===== config.mk =====
export PLATFORM = sky130hd
export DESIGN_NAME = timer_ctrl
export DESIGN_NICKNAME = d
export VERILOG_FILES = /design/src/rtl/timer_pkg.sv /design/src/rtl/btn_debounce.sv /design/src/rtl/timer_ctrl.sv
export SDC_FILE = /design/constraint.sdc
export NUM_CORES = 1
export LEC_CHECK = 0
export CAP_MARGIN = 5
export CELL_PAD_IN_SITES_DETAIL_PLACEMENT = 0
export CELL_PAD_IN_SITES_GLOBAL_PLACEMENT = 1
export CORE_ASPECT_RATIO = 0.8
export CORE_MARGIN = 5
export CORE_UTILIZATION = 30
export DETAILED_ROUTE_END_ITERATION = 10
export PLACE_DENSITY = 0.66
export SETUP_SLACK_MARGIN = 0.05
export SLEW_MARGIN = 5
export SYNTH_ARGS = -nofsm -noshare
export SYNTH_HDL_FRONTEND = slang
export SYNTH_SLANG_ARGS = --single-unit

===== constraint.sdc =====
create_clock -name clk -period 2.41 [get_ports clk]
set_clock_uncertainty 0.05 [all_clocks]
set_input_delay 0.6025 -clock clk [delete_from_list [all_inputs] [get_ports clk]]
set_output_delay 0.6025 -clock clk [all_outputs]
set_load 0.03 [all_outputs]

===== src/rtl/timer_pkg.sv =====
// Shared types and constants for the countdown-timer front panel.
// State encoding doubles as the panel LED code, so the values are fixed.
package timer_pkg;

  typedef enum logic [1:0] {
    ST_IDLE    = 2'd0,
    ST_RUN     = 2'd1,
    ST_PAUSED  = 2'd2,
    ST_EXPIRED = 2'd3
  } state_e;

  localparam int CLK_FREQ       = 4_000_000;
  localparam int PRESET_MIN     = 1;
  localparam int PRESET_MAX     = 99;
  localparam int PRESET_DEFAULT = 10;

  localparam int MIN_W  = 7;
  localparam int SEC_W  = 6;
  localparam int TICK_W = 22;
  localparam int BSEC_W = 2;

  // Preset never leaves [PRESET_MIN, max]; both directions wrap.
  function automatic logic [MIN_W-1:0] preset_step(
    input logic [MIN_W-1:0] cur,
    input logic             up,
    input logic [MIN_W-1:0] max
  );
    logic [MIN_W-1:0] nxt;
    if (up) begin
      nxt = (cur >= max) ? MIN_W'(PRESET_MIN) : cur + MIN_W'(1);
    end else begin
      nxt = (cur <= MIN_W'(PRESET_MIN)) ? max : cur - MIN_W'(1);
    end
    return nxt;
  endfunction

endpackage


===== src/rtl/btn_debounce.sv =====
// Raw button -> 2-FF sync -> debounce -> one-cycle rising-edge press pulse.
// Latency 2 + DEBOUNCE_CYC + 1 cycles from raw edge to pulse; no backpressure, pulses are fire-and-forget.
module btn_debounce #(
  parameter int DEBOUNCE_CYC = 40_000
) (
  input  logic clk,
  input  logic rst_n,
  input  logic btn_i,
  output logic press_o
);

  localparam int CNT_W = $clog2(DEBOUNCE_CYC + 1);
  localparam logic [CNT_W-1:0] CNT_LAST = CNT_W'(DEBOUNCE_CYC - 1);

  logic             sync1_q, sync2_q;
  logic             level_q, level_d;
  logic             prev_q;
  logic             press_q;
  logic [CNT_W-1:0] cnt_q, cnt_d;

  // Counter measures how long the synchronized level has disagreed with the accepted one.
  always_comb begin
    level_d = level_q;
    cnt_d   = '0;
    if (sync2_q != level_q) begin
      if (cnt_q == CNT_LAST) begin
        level_d = sync2_q;
      end else begin
        cnt_d = cnt_q + CNT_W'(1);
      end
    end
  end

  always_ff @(posedge clk or negedge rst_n) begin
    if (!rst_n) begin
      sync1_q <= 1'b0;
      sync2_q <= 1'b0;
      level_q <= 1'b0;
      prev_q  <= 1'b0;
      press_q <= 1'b0;
      cnt_q   <= '0;
    end else begin
      sync1_q <= btn_i;
      sync2_q <= sync1_q;
      level_q <= level_d;
      cnt_q   <= cnt_d;
      prev_q  <= level_q;
      press_q <= level_q & ~prev_q;
    end
  end

  assign press_o = press_q;

endmodule


===== src/rtl/timer_ctrl.sv =====
// Front-panel controller: debounced buttons, minute preset, run/pause/expiry sequencing and buzzer.
// Outputs update one cycle after a press pulse; load is a registered one-cycle strobe; no backpressure.
module timer_ctrl #(
  parameter int CLK_FREQ       = timer_pkg::CLK_FREQ,
  parameter int DEBOUNCE_CYC   = 40_000,
  parameter int PRESET_DEFAULT = timer_pkg::PRESET_DEFAULT,
  parameter int PRESET_MAX     = timer_pkg::PRESET_MAX,
  parameter int BUZZ_SEC       = 3
) (
  input  logic                        clk,
  input  logic                        rst_n,
  input  logic                        btn_sp,
  input  logic                        btn_clr,
  input  logic                        btn_inc,
  input  logic                        btn_dec,
  input  logic [timer_pkg::MIN_W-1:0] minute,
  input  logic [timer_pkg::SEC_W-1:0] second,
  output logic                        pause,
  output logic                        load,
  output logic [timer_pkg::MIN_W-1:0] load_minute,
  output logic                        buzzer,
  output logic [1:0]                  state
);

  import timer_pkg::*;

  localparam logic [MIN_W-1:0]  PMAX      = MIN_W'(PRESET_MAX);
  localparam logic [MIN_W-1:0]  PDEF      = MIN_W'(PRESET_DEFAULT);
  localparam logic [TICK_W-1:0] TICK_LAST = TICK_W'(CLK_FREQ - 1);
  localparam logic [BSEC_W-1:0] BSEC_LAST = BSEC_W'(BUZZ_SEC - 1);

  logic sp_p, clr_p, inc_p, dec_p;
  logic ev_sp, ev_clr, ev_inc, ev_dec, ev_any;

  state_e             state_q, state_d;
  logic [MIN_W-1:0]   preset_q, preset_d;
  logic               load_q, load_d;
  logic               pause_q, pause_d;
  logic               buzzer_q, buzzer_d;
  logic [TICK_W-1:0]  tick_q, tick_d;
  logic [BSEC_W-1:0]  bsec_q, bsec_d;
  logic               zero_q;
  logic               init_q;

  btn_debounce #(.DEBOUNCE_CYC(DEBOUNCE_CYC)) u_db_sp (
    .clk(clk), .rst_n(rst_n), .btn_i(btn_sp), .press_o(sp_p)
  );
  btn_debounce #(.DEBOUNCE_CYC(DEBOUNCE_CYC)) u_db_clr (
    .clk(clk), .rst_n(rst_n), .btn_i(btn_clr), .press_o(clr_p)
  );
  btn_debounce #(.DEBOUNCE_CYC(DEBOUNCE_CYC)) u_db_inc (
    .clk(clk), .rst_n(rst_n), .btn_i(btn_inc), .press_o(inc_p)
  );
  btn_debounce #(.DEBOUNCE_CYC(DEBOUNCE_CYC)) u_db_dec (
    .clk(clk), .rst_n(rst_n), .btn_i(btn_dec), .press_o(dec_p)
  );

  // Only the highest-priority press of a cycle survives.
  assign ev_sp  = sp_p;
  assign ev_clr = clr_p & ~sp_p;
  assign ev_inc = inc_p & ~sp_p & ~clr_p;
  assign ev_dec = dec_p & ~sp_p & ~clr_p & ~inc_p;
  assign ev_any = sp_p | clr_p | inc_p | dec_p;

  always_comb begin
    state_d  = state_q;
    preset_d = preset_q;
    load_d   = init_q;
    buzzer_d = buzzer_q;
    tick_d   = tick_q;
    bsec_d   = bsec_q;

    unique case (state_q)
      ST_IDLE: begin
        if (ev_sp) begin
          state_d = ST_RUN;
        end else if (ev_clr) begin
          load_d = 1'b1;
        end else if (ev_inc || ev_dec) begin
          preset_d = preset_step(preset_q, ev_inc, PMAX);
          load_d   = 1'b1;
        end
      end
      ST_RUN: begin
        if (ev_sp) begin
          state_d = ST_PAUSED;
        end else if (zero_q) begin
          state_d  = ST_EXPIRED;
          buzzer_d = 1'b1;
          tick_d   = '0;
          bsec_d   = '0;
        end
      end
      ST_PAUSED: begin
        if (ev_sp) begin
          state_d = ST_RUN;
        end else if (ev_clr) begin
          state_d = ST_IDLE;
          load_d  = 1'b1;
        end
      end
      ST_EXPIRED: begin
        if (ev_any) begin
          state_d  = ST_IDLE;
          buzzer_d = 1'b0;
          load_d   = 1'b1;
        end else if (buzzer_q) begin
          if (tick_q == TICK_LAST) begin
            tick_d = '0;
            if (bsec_q == BSEC_LAST) begin
              buzzer_d = 1'b0;
            end else begin
              bsec_d = bsec_q + BSEC_W'(1);
            end
          end else begin
            tick_d = tick_q + TICK_W'(1);
          end
        end
      end
      default: state_d = ST_IDLE;
    endcase

    pause_d = (state_d != ST_RUN);
  end

  always_ff @(posedge clk or negedge rst_n) begin
    if (!rst_n) begin
      state_q  <= ST_IDLE;
      preset_q <= PDEF;
      load_q   <= 1'b0;
      pause_q  <= 1'b1;
      buzzer_q <= 1'b0;
      tick_q   <= '0;
      bsec_q   <= '0;
      zero_q   <= 1'b0;
      init_q   <= 1'b1;
    end else begin
      state_q  <= state_d;
      preset_q <= preset_d;
      load_q   <= load_d;
      pause_q  <= pause_d;
      buzzer_q <= buzzer_d;
      tick_q   <= tick_d;
      bsec_q   <= bsec_d;
      zero_q   <= (minute == '0) && (second == '0);
      init_q   <= 1'b0;
    end
  end

  assign state       = state_q;
  assign pause       = pause_q;
  assign load        = load_q;
  assign load_minute = preset_q;
  assign buzzer      = buzzer_q;

endmodule


==> summary.md <==
| Metric | Value |
|---|---|
| Buf+Inv Stages, Crit Path | `1` |
| Dominant synthesized flop cell | `dfrtp_1` |
| P_int | `about 0.0037 W` |
| Max-Cap Viols | `0` |
| Crit start category | `register` |
| Ratio of cells with drive above 1 in the final layout | `9.37%` |
| F_max | `~0.43 GHz` |
| First-pass GRT wire length | `around 21 mm` |
| Critical Path Start | `load_minute[0]` |
| Placed Cells | `a little under 900` |
| Post-synth top area share | `about half` |
| Final core utilization | `between 30% and 40%` |
| Seq cells post-synth | `approximately 120` |
| Power Density | `approximately 660 nW/um^2` |
| Pins Over Slew Limit | `0` |
| Critical Path Fanout Max | `9` |
| Critical path's largest stage delay | `~0.73 ns` |
| Initial DRT Pass Iterations | `4` |
| Cts hold-fix bufs | `0` |
| FP Rows | `46` |
| Die Y | `around 140 um` |
| Final Wtd Congestion | `approximately 0.83` |
| Cell taking the most area after synthesis | `dfrtp_1` |
| Static leakage | `about 3.1 nW` |
| Status | `finished clean` |
| Port-buffer cells | `30` |
| Commonest non-fill, non-tap cell in the layout | `dfrtp_1` |
| Starting Density | `around 30%` |
| CP Data Required Time | `between 1.5 and 2 ns` |
| HP Class | `primary input to asynchronous set/reset pin` |
| Fin. Hold Viols | `0` |
| Worst-path clk slew | `around 0.06 ns` |
| Cell variety after synth | `58` |
| CTS tree | `done` |
| Vias in the first global route | `4341` |
| Final Setup Violations | `0` |
| Sw power | `around 0.0010 W` |
| Worst-path cell chain | `clkdlybuf4s50_1` |
| Post-synth EDFFs | `0` |
| Ys Warns | `0` |
| Remaining global-route overflow | `0` |
| Synthesis-to-layout area growth | `19.9%` |
| Delay-heaviest family, CP | `buffers and inverters` |
| Worst-skew pair later-pin latency | `approximately 0.42 ns` |
| Syn_nets | `between 600 and 700` |
| DR iter-0 viols | `around 330` |
| H-tree depth | `4` |
| Top area cells in the synthesized netlist | `dfrtp_1, xor2_1, nor2_1` |
| Final Net Count | `about 670` |
| HPWL Detailed | `8.19 mm` |
| Setup TNS | `0 ns` |
| Slew @ Worst Pin | `approximately 0.72 ns` |
| Fin crit period | `roughly 2.3 ns` |
| Num ports | `31` |
| CP max-delay cell | `clkdlybuf4s50_1` |
| Unrepaired setup endpoints after global routing | `no` |
| Period utilization | `roughly 96%` |
| Comb power frac | `~2.9%` |
| Data arrival, critical path | `around 1.7 ns` |
| DRT Wirelength | `around 12 mm` |
| DRC Markers | `0` |
| Routed WL per cell | `around 13 um` |
| Post-synthesis cell count | `around 610` |
| R2r startpoint | `tick_q[14]` |
| DIE AREA | `approximately 23000 um^2` |
| Number of CTS-inserted buffers | `17` |
| Mapped Area | `5970 um^2` |
| Clock sinks | `between 100 and 150` |
| Via-to-Cell Ratio | `4.88` |
| Clock share of power | `a little over half` |
| DRT antenna net count | `0` |
| Maximum vdd drop | `about 0.49 mV` |
| Worst Setup Path Type | `register to output port` |
| Largest net degree at the start of global routing | `57` |
| Horiz. Die Dim | `approximately 170 um` |
| Crit end category | `output port` |
| Diodes inserted | `0` |
| Post-Syn Area per Cell | `about 9.8 um^2` |
| Seq/Total Area, Yosys | `between 50% and 60%` |
| Most frequent cells in the layout | `dfrtp_1, nor2_1, nand3_1` |
| CTS Buffer Depth | `2` |
| Async SR Flop Fraction | `100%` |
| Clock root buffer master | `clkbuf_16` |
| CORE AREA | `between 15000 and 20000 um^2` |
| Initial antenna violation count | `0` |
| Sequential share of power | `44.4%` |
| Total Routing Usage GR | `11.0%` |
| Worst slew margin | `roughly half` |
| Total number of vias | `~4500` |
| Net Sw Frac | `roughly 22%` |
| Final Non-Filler Cells | `just over 900` |
-- kinds of logic after synthesis --
logic type | after synthesis | synth area share, %
compound gates | 67 | 7.48
xor+xnor | 66 | 9.68
fa+ha+maj | 9 | 1.89
buf+inv | 39 | 2.79
flops | 122 | 51.2
mux | 4 | 0.754
other cells | 1 | 0.0628
simple gates | 299 | 26.2
-- final timing paths --
path                                      to  slack [ns]  cells after the start
max                           load_minute[0]        0.11                      1
min                           load_minute[0]        0.09                      1
max reg2reg                       tick_q[14]        0.18                      5
min reg2reg                 u_db_inc.sync2_q        0.30                      0
max in group asynchronous  u_db_clr.cnt_q[3]        1.56                      2
min in group clk            u_db_inc.sync2_q        0.30                      0
-- state kept, by name, indices dropped and copies added, names as in the netlist, 2 cells and up --
signal          cells
tick_q             22
u_db_clr.cnt_q     16
state               2
u_db_sp.cnt_q      16
u_db_inc.cnt_q     16
load_minute         7
bsec_q              2
u_db_dec.cnt_q     16
-- through the flow --
stage / worst slack [ns] / instance area, um^2 / hold WS [ns] / power (W)
after CTS: 0.0566 / 7140 / 0.0931 / 0.00479
after floorplan: 0.338 / 5970 / 0.257 / 0.00218
after global placement: 0.308 / 6560 / 0.287 / 0.00227
final: 0.107 / 7160 / 0.0912 / 0.00472
after global routing: 0.0512 / 7160 / 0.117 / 0.00490
after detailed placement: 0.233 / 6560 / 0.288 / 0.00227
-- cell usage after synthesis, types with 10 or more instances --
| cell type | count |
|---|---|
| nor3_1 | 17 |
| nand2_1 | 30 |
| clkbuf_1 | 12 |
| o21ai_0 | 19 |
| nand4_1 | 25 |
| nor2_1 | 90 |
| nor4_1 | 13 |
| xnor2_1 | 27 |
| a21oi_1 | 10 |
| and3_1 | 17 |
| inv_1 | 16 |
| nand3_1 | 57 |
| dfrtp_1 | 118 |
| buf_2 | 10 |
| xor2_1 | 39 |
-- routing by layer --
layer  track usage (%)  vias to the layer above  share of wire, %
met2              17.0                       55                45
met3              3.26                       14               3.7
li1                  -                     2206                 -
met1              14.6                     2188                50
met4              4.19                        0               1.2
met5                 0                        -                 0
-- final cells by class --
| type | count | area, um^2 |
|---|---|---|
| flip-flops and latches | 122 | 3060 |
| fillers | 1960 | 12500 |
| well taps | 264 | 330 |
| clock inverters | 14 | 148 |
| repair buffers | 35 | 368 |
| inverters | 16 | 60.1 |
| multi-input cells | 446 | 2760 |
| clock buffers | 18 | 439 |
-- repair_timing --
action	4_1_cts	5_1_grt
resized for setup	2	6
setup endpoints to repair	2	11
buffers inserted	0	0
-- power by group through the flow --
stage | registers, W | logic [W] | clock network (W)
after floorplan | 0.00213 | 0.0000501 | 0
after global placement | 0.00213 | 0.000138 | 0
after detailed placement | 0.00213 | 0.000141 | 0
after CTS | 0.00210 | 0.000142 | 0.00255
after global routing | 0.00210 | 0.000157 | 0.00264
final | 0.00210 | 0.000135 | 0.00249
Power figures use the tool's default switching activity.
